==> src/rtl/lstm_state_buffer.sv <==
// Ping-pong C/h state buffer for the LSTM recurrent loop. The write bank captures timestep t
// while the read bank replays t-1. Optional stall counter: define LSTM_STATE_BUF_PERF_EN.
//   state     | meaning
//   S_INIT    | zero bank readable, nothing written yet this timestep
//   S_RUN     | both sides active
//   S_WAIT_RD | write side done, draining the read bank
//   S_WAIT_WR | read side drained, waiting for LAST
//   S_SWAP    | toggle banks, clear pointers, bump timestep
module lstm_state_buffer #(
    parameter int XLEN        = 16,
    parameter int NUM_NEURONS = 8,
    parameter int ADDR_W      = 3
) (
    input  logic              clock,
    input  logic              reset,
    input  logic [1:0]        wr_status,
    input  logic [XLEN-1:0]   wr_c,
    input  logic [XLEN-1:0]   wr_h,
    input  logic              rd_en,
    output logic [XLEN-1:0]   rd_c,
    output logic [XLEN-1:0]   rd_h,
    output logic              rd_valid,
    output logic              rd_last,
    output logic              ts_ready,
    output logic [7:0]        timestep,
    output logic              err
`ifdef LSTM_STATE_BUF_PERF_EN
    ,
    output logic [15:0]       stall_cnt
`endif
);

    localparam logic [1:0] ST_DATA  = 2'b01;
    localparam logic [1:0] ST_LAST  = 2'b10;
    localparam logic [1:0] ST_CLEAR = 2'b11;
    localparam logic [ADDR_W-1:0] LAST_PTR = ADDR_W'(NUM_NEURONS - 1);

    typedef enum logic [2:0] {
        S_INIT,
        S_RUN,
        S_WAIT_RD,
        S_WAIT_WR,
        S_SWAP
    } state_t;

    state_t state, state_nx;

    logic [2*XLEN-1:0] mem [2][NUM_NEURONS];
    logic [2*XLEN-1:0] rd_word;
    logic [ADDR_W-1:0] wr_ptr, rd_ptr;
    logic              wr_done, rd_done;
    logic              bank_sel, zero_bank;

    logic beat, is_last, clear;
    logic wr_acc, wr_drop, wr_bad, rd_acc, rd_fin;
    logic wr_done_nx, rd_done_nx;

    assign rd_word = mem[~bank_sel][rd_ptr];

    always_comb begin
        beat       = (wr_status == ST_DATA) || (wr_status == ST_LAST);
        is_last    = (wr_status == ST_LAST);
        clear      = (wr_status == ST_CLEAR);
        wr_acc     = beat && !wr_done && (state != S_SWAP);
        wr_drop    = beat && !wr_acc;
        // LAST must land on the final neuron; DATA must not
        wr_bad     = wr_acc && (is_last ? (wr_ptr != LAST_PTR) : (wr_ptr == LAST_PTR));
        rd_acc     = rd_en && ts_ready && !rd_done && !clear;
        rd_fin     = rd_acc && (rd_ptr == LAST_PTR);
        wr_done_nx = wr_done || (wr_acc && is_last);
        rd_done_nx = rd_done || rd_fin;

        state_nx = state;
        if (clear) begin
            state_nx = S_INIT;
        end else begin
            case (state)
                S_INIT:    if (beat || rd_en) state_nx = S_RUN;
                S_RUN: begin
                    if (wr_done_nx && rd_done_nx) state_nx = S_SWAP;
                    else if (wr_done_nx)          state_nx = S_WAIT_RD;
                    else if (rd_done_nx)          state_nx = S_WAIT_WR;
                end
                S_WAIT_RD: if (rd_done_nx) state_nx = S_SWAP;
                S_WAIT_WR: if (wr_done_nx) state_nx = S_SWAP;
                S_SWAP:    state_nx = S_RUN;
                default:   state_nx = S_INIT;
            endcase
        end
    end

    always_ff @(posedge clock or posedge reset) begin
        if (reset) begin
            state     <= S_INIT;
            wr_ptr    <= '0;
            rd_ptr    <= '0;
            wr_done   <= 1'b0;
            rd_done   <= 1'b0;
            bank_sel  <= 1'b0;
            zero_bank <= 1'b1;
            timestep  <= 8'd0;
            err       <= 1'b0;
            ts_ready  <= 1'b0;
            rd_valid  <= 1'b0;
            rd_last   <= 1'b0;
            rd_c      <= '0;
            rd_h      <= '0;
        end else begin
            state    <= state_nx;
            ts_ready <= (state_nx == S_INIT) || (state_nx == S_RUN) || (state_nx == S_WAIT_RD);
            rd_valid <= rd_acc;
            rd_last  <= rd_fin;
            if (rd_acc) begin
                rd_c <= zero_bank ? '0 : rd_word[2*XLEN-1:XLEN];
                rd_h <= zero_bank ? '0 : rd_word[XLEN-1:0];
            end

            if (clear) begin
                wr_ptr    <= '0;
                rd_ptr    <= '0;
                wr_done   <= 1'b0;
                rd_done   <= 1'b0;
                zero_bank <= 1'b1;
                timestep  <= 8'd0;
                err       <= 1'b0;
            end else if (state == S_SWAP) begin
                bank_sel  <= ~bank_sel;
                wr_ptr    <= '0;
                rd_ptr    <= '0;
                wr_done   <= 1'b0;
                rd_done   <= 1'b0;
                zero_bank <= 1'b0;
                timestep  <= timestep + 8'd1;
                if (beat) err <= 1'b1;
            end else begin
                if (wr_drop || wr_bad) err <= 1'b1;
                if (wr_acc) begin
                    if (wr_ptr != LAST_PTR) wr_ptr <= wr_ptr + 1'b1;
                    if (is_last) wr_done <= 1'b1;
                end
                if (rd_acc && (rd_ptr != LAST_PTR)) rd_ptr <= rd_ptr + 1'b1;
                if (rd_fin) rd_done <= 1'b1;
            end
        end
    end

    // Storage has no reset; the zero_bank flag masks stale contents on the first timestep.
    always_ff @(posedge clock) begin
        if (wr_acc) mem[bank_sel][wr_ptr] <= {wr_c, wr_h};
    end

`ifdef LSTM_STATE_BUF_PERF_EN
    always_ff @(posedge clock or posedge reset) begin
        if (reset) begin
            stall_cnt <= 16'd0;
        end else if (clear) begin
            stall_cnt <= 16'd0;
        end else if (((state == S_WAIT_RD) || (state == S_WAIT_WR)) && (stall_cnt != 16'hFFFF)) begin
            stall_cnt <= stall_cnt + 16'd1;
        end
    end
`endif

endmodule
==> config.mk <==
export PLATFORM = sky130hd
export DESIGN_NAME = lstm_state_buffer
export DESIGN_NICKNAME = d
export VERILOG_FILES = /design/src/rtl/lstm_state_buffer.sv
export SDC_FILE = /design/constraint.sdc
export NUM_CORES = 1
export LEC_CHECK = 0
export BUFFER_PORTS_ARGS = -buffer_cell sky130_fd_sc_hd__buf_2
export CAP_MARGIN = 10
export CORE_UTILIZATION = 35
export DETAILED_ROUTE_END_ITERATION = 10
export GPL_ROUTABILITY_DRIVEN = 0
export GPL_TIMING_DRIVEN = 0
export MAX_ROUTING_LAYER = met4
export SETUP_SLACK_MARGIN = 0.15
export SLEW_MARGIN = 10
export SYNTH_ARGS = -nofsm -noshare
export SYNTH_HDL_FRONTEND = slang
export SYNTH_SLANG_ARGS = --single-unit
==> constraint.sdc <==
create_clock -name clock -period 5.4 [get_ports clock]
set_input_delay 0.27 -clock clock [delete_from_list [all_inputs] [get_ports clock]]
set_output_delay 0.27 -clock clock [all_outputs]
set_load 0.05 [all_outputs]
---- Yosys cells after proc, flatten, opt, wreduce, memory -nomap -nowiden ----
Memories as Yosys holds them, arrays and structs flattened.
Cells that the tools add are included.
word-level totals
  register bits ........................... 57
  bits in writable memories ............... 512
  bits of input ports ..................... 37
  word-level logic and storage cells ...... 116
  memories ................................ 1
cells by class
  add/sub/neg operators ................... 3
  order comparisons ....................... 3
  eq/ne operators ......................... 15
  multiplexer cells ....................... 40
  bitwise operators ....................... 4
  reduce and logical (&&, ||, !) cells .... 36
memory list
  name  depth  bits a word  rd ports  clocked after memory_dff  wr ports  line  source
  mem   2      256          1         0                         1         48    logic [2*XLEN-1:0] mem [2][NUM_NEURONS];
operator list
  kind                                                       number
  2-to-1 mux 256 bit                                         1
  binary-select mux 32 bit (select 3 bit)                    1
  demux 32 bit (select 3 bit)                                1
  2-to-1 mux 32 bit                                          3
  2-to-1 mux 3 bit                                           14
  2-to-1 mux 16 bit                                          2
  nonzero test 3 bit                                         6
  2-to-1 mux 8 bit                                           2
  2-to-1 mux 1 bit                                           15
  case mux 3 bit (5 select lines)                            1
  logical AND 1 bit                                          12
  inequality test 3 bit (second input constant)              4
  == test 3 x 2 -> 1 bit (second input constant)             3
  == test 3 bit (second input constant)                      3
  adder 8 x 1 -> 8 bit (second input constant)               1
  greater-or-equal comparator 4 bit (second input constant)  2
  NOT 3 -> 4 bit                                             2
  AND reduction 2 bit                                        4
  logical OR 1 bit                                           7
  adder 3 x 1 -> 3 bit (second input constant)               2
  == test 3 x 1 -> 1 bit (second input constant)             2
  zero test 3 bit                                            2
  == test 2 bit (second input constant)                      2
  zero test 1 bit                                            4
  other kinds (4)                                            5

---- Longest topological paths before layout ----
  depth in word-level cells ............... 13
  gate-level depth with buffers ........... 7
  gate-level depth less buffers ........... 6

---- Worst setup path before layout ----
Ideal clock, no wire load.
  path kind ............................... input -> register
  from .................................... in wr_status[0]
  to ...................................... mem mem[0][224] (netlist name), enable pin
  library setup time ...................... 0.461 ns
  data arrival time ....................... 3.411 ns
  required time ........................... 4.939 ns
  setup slack ............................. 1.528 ns
  stages on the path ...................... 5
  path buffers ............................ 0
  cells stage by stage .................... inv_1 ha_1 nand2b_1 or4_1 nor3_1
on the way
  word-level cells in the longest chain between the ends .. 6
  elaborated cells on any way between the ends .. 7
RTL lines
  item                                                     line  source
  from (decl)                                              16    input logic [1:0] wr_status,
  == test 2 x 1 -> 1 bit or == test 2 bit (tied branches)  61    beat = (wr_status == ST_DATA) || (wr_status == ST_LAST);
  logical OR 1 bit *                                       61
  logical AND 1 bit * (2 in series)                        64    wr_acc = beat && !wr_done && (state != S_SWAP);
  2-to-1 mux 1 bit *                                       149   if (wr_acc) mem[bank_sel][wr_ptr] <= {wr_c, wr_h};
  2-to-1 mux 256 bit (implied by the code) *               149
  to (decl)                                                48
Every way passes the cells marked *; elsewhere a longest branch is shown, timed or not.

---- Worst setup path in the final report ----
  from .................................... reg state[0]
  to ...................................... mem mem[0][96] (netlist name), enable pin
on the way
  word-level cells in the longest chain between the ends .. 4
RTL lines
  item                                      line  source
  from (decl)                               46    state_t state, state_nx;
  from (signal assigned)                    109   state <= state_nx;
  inequality test 3 bit                     64
  logical AND 1 bit                         64
  2-to-1 mux 1 bit                          149
  2-to-1 mux 256 bit (implied by the code)  149
Every way passes these cells.

==> impl_results.md <==
* Routed metal-1 wirelength at 21,700 um
* Worst slew margin at 25.0%
* Port Buffers at 80
* Most frequent cells in the layout: 512 x edfxtp_1, 128 x mux4_2, 96 x buf_2, 96 x mux2i_1
* Family with the most delay on the worst path: simple AND/OR/NAND/NOR gates
* Clock transition at path regs at 0.06 ns
* Power Dens Cells at 479 nW/um2
* Synth Instances at 993
* YS warnings at 0
* Drt total wl at 48,200 um
* Commonest non-fill, non-tap cell in the layout: edfxtp_1
* Initial Util at 35.5%
* Worst-path cell chain: clkbuf_1 > nor3b_1 > clkbuf_1 > nor2_1 > nand3b_1 > nor3_2 > buf_4 > buf_4
* Critical path's slowest cell: nor3_2
* Final slew viol count at 0
* Vias per cell at 5.00
* Worst setup path category: flip-flop to flip-flop
* Number of flops mapped to enable cells by yosys at 512
* CTS tree: done
* CTS buffer count at 56
* ANT nets after route at 0
* Worst Path Required at 5.71 ns
* Worst-Margin Slew at 1.13 ns
* CTS Root Cell: clkbuf_16
* Die area at 63,500 um2
* Clock H-tree levels at 2
* Dpl ws at 2.16 ns
* Hold Buf Count CTS at 6
* Die H at 252 um
* Gr usage total at 16.1%
* Met3 wire length at 2060 um
* Placed inst area at 23,800 um2
* Gr ovfl total at 0
* Crit end category: flip-flop
* Top layer in use: met4
* Share of cells above drive strength 1 at 30.0%
* Total power at 0.0124 W
* Core area at 61,700 um2
* Dominant synthesized flop cell: edfxtp_1
* Met2 wire length at 23,600 um
* Fin worst setup slack at 2.14 ns
* Crit path DAT at 3.58 ns
* Part of the cycle the worst path needs at 60.4%
* Max Fclk at 306 MHz
* Die W at 252 um
* Tmin final at 3.26 ns
* Post-CTS Resized at 0
* Worst min path class: primary input to flip-flop
* Num rows at 91
* CP max stage delay at 0.75 ns
* Largest net degree at the start of global routing at 40
* Final hold viol count at 0
* Initial antenna violation count at 1
* Vias in the first global route at 11,000
* Finished Cell Area at 25,900 um2
* P&R area growth vs syn at 18.2%
* Leakage at 8.61 nW
* # Post-CTS Setup Buffers at 0
* Syn_area_per_cell at 22.0 um2
* Fin nets at 1,212
* Max-cap violations at 0
* HPWL Detailed at 31,600 um
* Buffer and inverter count on the worst path at 4
* # setup viols final at 0
* RSZ-0062 raised after global routing: false
* First-pass GRT wire length at 72,200 um
* Starting DRT DRC Count at 688
* Async set or reset register ratio after synthesis at 10.0%
* Synthesized flop and latch total at 569
* Drt first pass iters at 5
* Outcome: completed
* Crit-path max FO at 10
* Critical path startpoint category: flip-flop
* TritonCTS Sinks at 569
* Max clock buf depth at 3
* # IOs at 81
* Routed wire per std cell at 23.5 um
* Skew-Pair Late Insertion Delay at 0.62 ns
* Post-Syn Nets at 1,038
* DR vias at 10,300
* Post-synth cell types at 39
* Worst vdd ir at 0.265 mV
* Worst Clk Skew at 0.0196 ns
* DR DRC count at 0
* Sequential share of the synthesized area at 76.8%
* Cell Area, Synth at 21,900 um2
==> power breakdown <==
| group | internal (W) | switching (W) | total, W |
|---|---|---|---|
| Clock | 0.00245 | 0.00165 | 0.00410 |
| Sequential | 0.00513 | 0.000104 | 0.00524 |
| Combinational | 0.00134 | 0.00171 | 0.00304 |
| Total | 0.00892 | 0.00346 | 0.0124 |
==> layout make-up <==
type | instances | area [um2]
tap | 837 | 1050
inverter | 4 | 17.5
antenna | 1 | 2.50
timing repair buffer | 116 | 867
fill | 5424 | 35900
multi-input combinational | 368 | 4910
clock inverter | 34 | 448
buffer | 52 | 260
sequential | 569 | 16800
clock buffer | 72 | 1500
==> registers in the layout (all words and copies together) (netlist names) <==
signal,count
rd_done,1
wr_ptr,3
err,1
bank_sel,1
rd_c,16
rd_h,16
rd_valid,1
rd_last,1
timestep,8
ts_ready,1
rd_ptr,3
zero_bank,1
state,3
wr_done,1
mem,512
==> worst reg2reg max path, stage by stage (launching register included) <==
cell and delay, ns:
dfrtp_1 0.32, clkbuf_1 0.30, nor3b_1 0.15, clkbuf_1 0.28, nor2_1 0.24, nand3b_1 0.33
nor3_2 0.75, buf_4 0.34, buf_4 0.25
==> synthesized netlist by cell type, types with 2 or more instances <==
master    instances  share of area [%]
edfxtp_1        512                 70
mux4_2          128                 13
mux2i_1          96                4.4
dfrtp_1          56                6.4
a22o_1           32                1.3
nor2_1           30               0.51
clkbuf_1         18               0.31
buf_2            16               0.37
buf_1            12               0.21
nand2_1          11               0.19
ha_1              8               0.46
xor2_1            8               0.32
a21oi_1           7               0.16
nor3_1            7               0.16
o21ai_0           7               0.16
buf_6             6               0.31
nand2b_1          5               0.14
inv_1             4              0.069
nand4_1           4               0.11
nand3b_1          3               0.10
xnor2_1           3               0.12
and3_1            2              0.057
nor3b_1           2              0.069
==> kinds of logic (layout without fill, tap and decap cells) <==
logic type,Yosys count,after routing,share of synthesized area (%)
flops,569,569,76.8
mux,224,224,17.6
simple gates,72,72,1.62
buf+inv,56,278,1.26
compound gates,53,53,1.86
xor+xnor,11,11,0.440
fa+ha+maj,8,8,0.458
other cells,0,1,0
==> routing by layer <==
layer | up-vias | track usage, %
li1 | 4477 | -
met1 | 5500 | 21.6
met2 | 214 | 25.7
met3 | 73 | 2.64
met4 | 0 | 3.91
met5 | - | -
==> worst paths after layout <==
path                       slack (ns)     start  depth (start not counted)     endpoint
hold / removal                   0.03  wr_h[14]                          1  mem[1][206]
max in group asynchronous        4.63     reset                          4    zero_bank
setup reg to reg                 2.14  state[0]                          8   mem[0][96]
min in group asynchronous        0.18     reset                          3     rd_h[10]
hold reg to reg                  0.50   rd_h[0]                          1      rd_h[0]
setup / recovery                 2.14  state[0]                          8   mem[0][96]
==> stage by stage <==
| stage | hold WS, ns | util [%] | setup TNS (ns) | cells |
|---|---|---|---|---|
| after global routing | 0.0159 | 41.9 | 0 | 2053 |
| after CTS | 0.00107 | 41.9 | 0 | 2052 |
| after global placement | 0.489 | 37.8 | -181.82 | 1910 |
| after floorplan | 0.369 | - | 0 | 993 |
| after detailed placement | 0.277 | 38.6 | 0 | 1940 |
| final | 0.0337 | 41.9 | 0 | 2053 |
(Power assumes the default switching activity.)
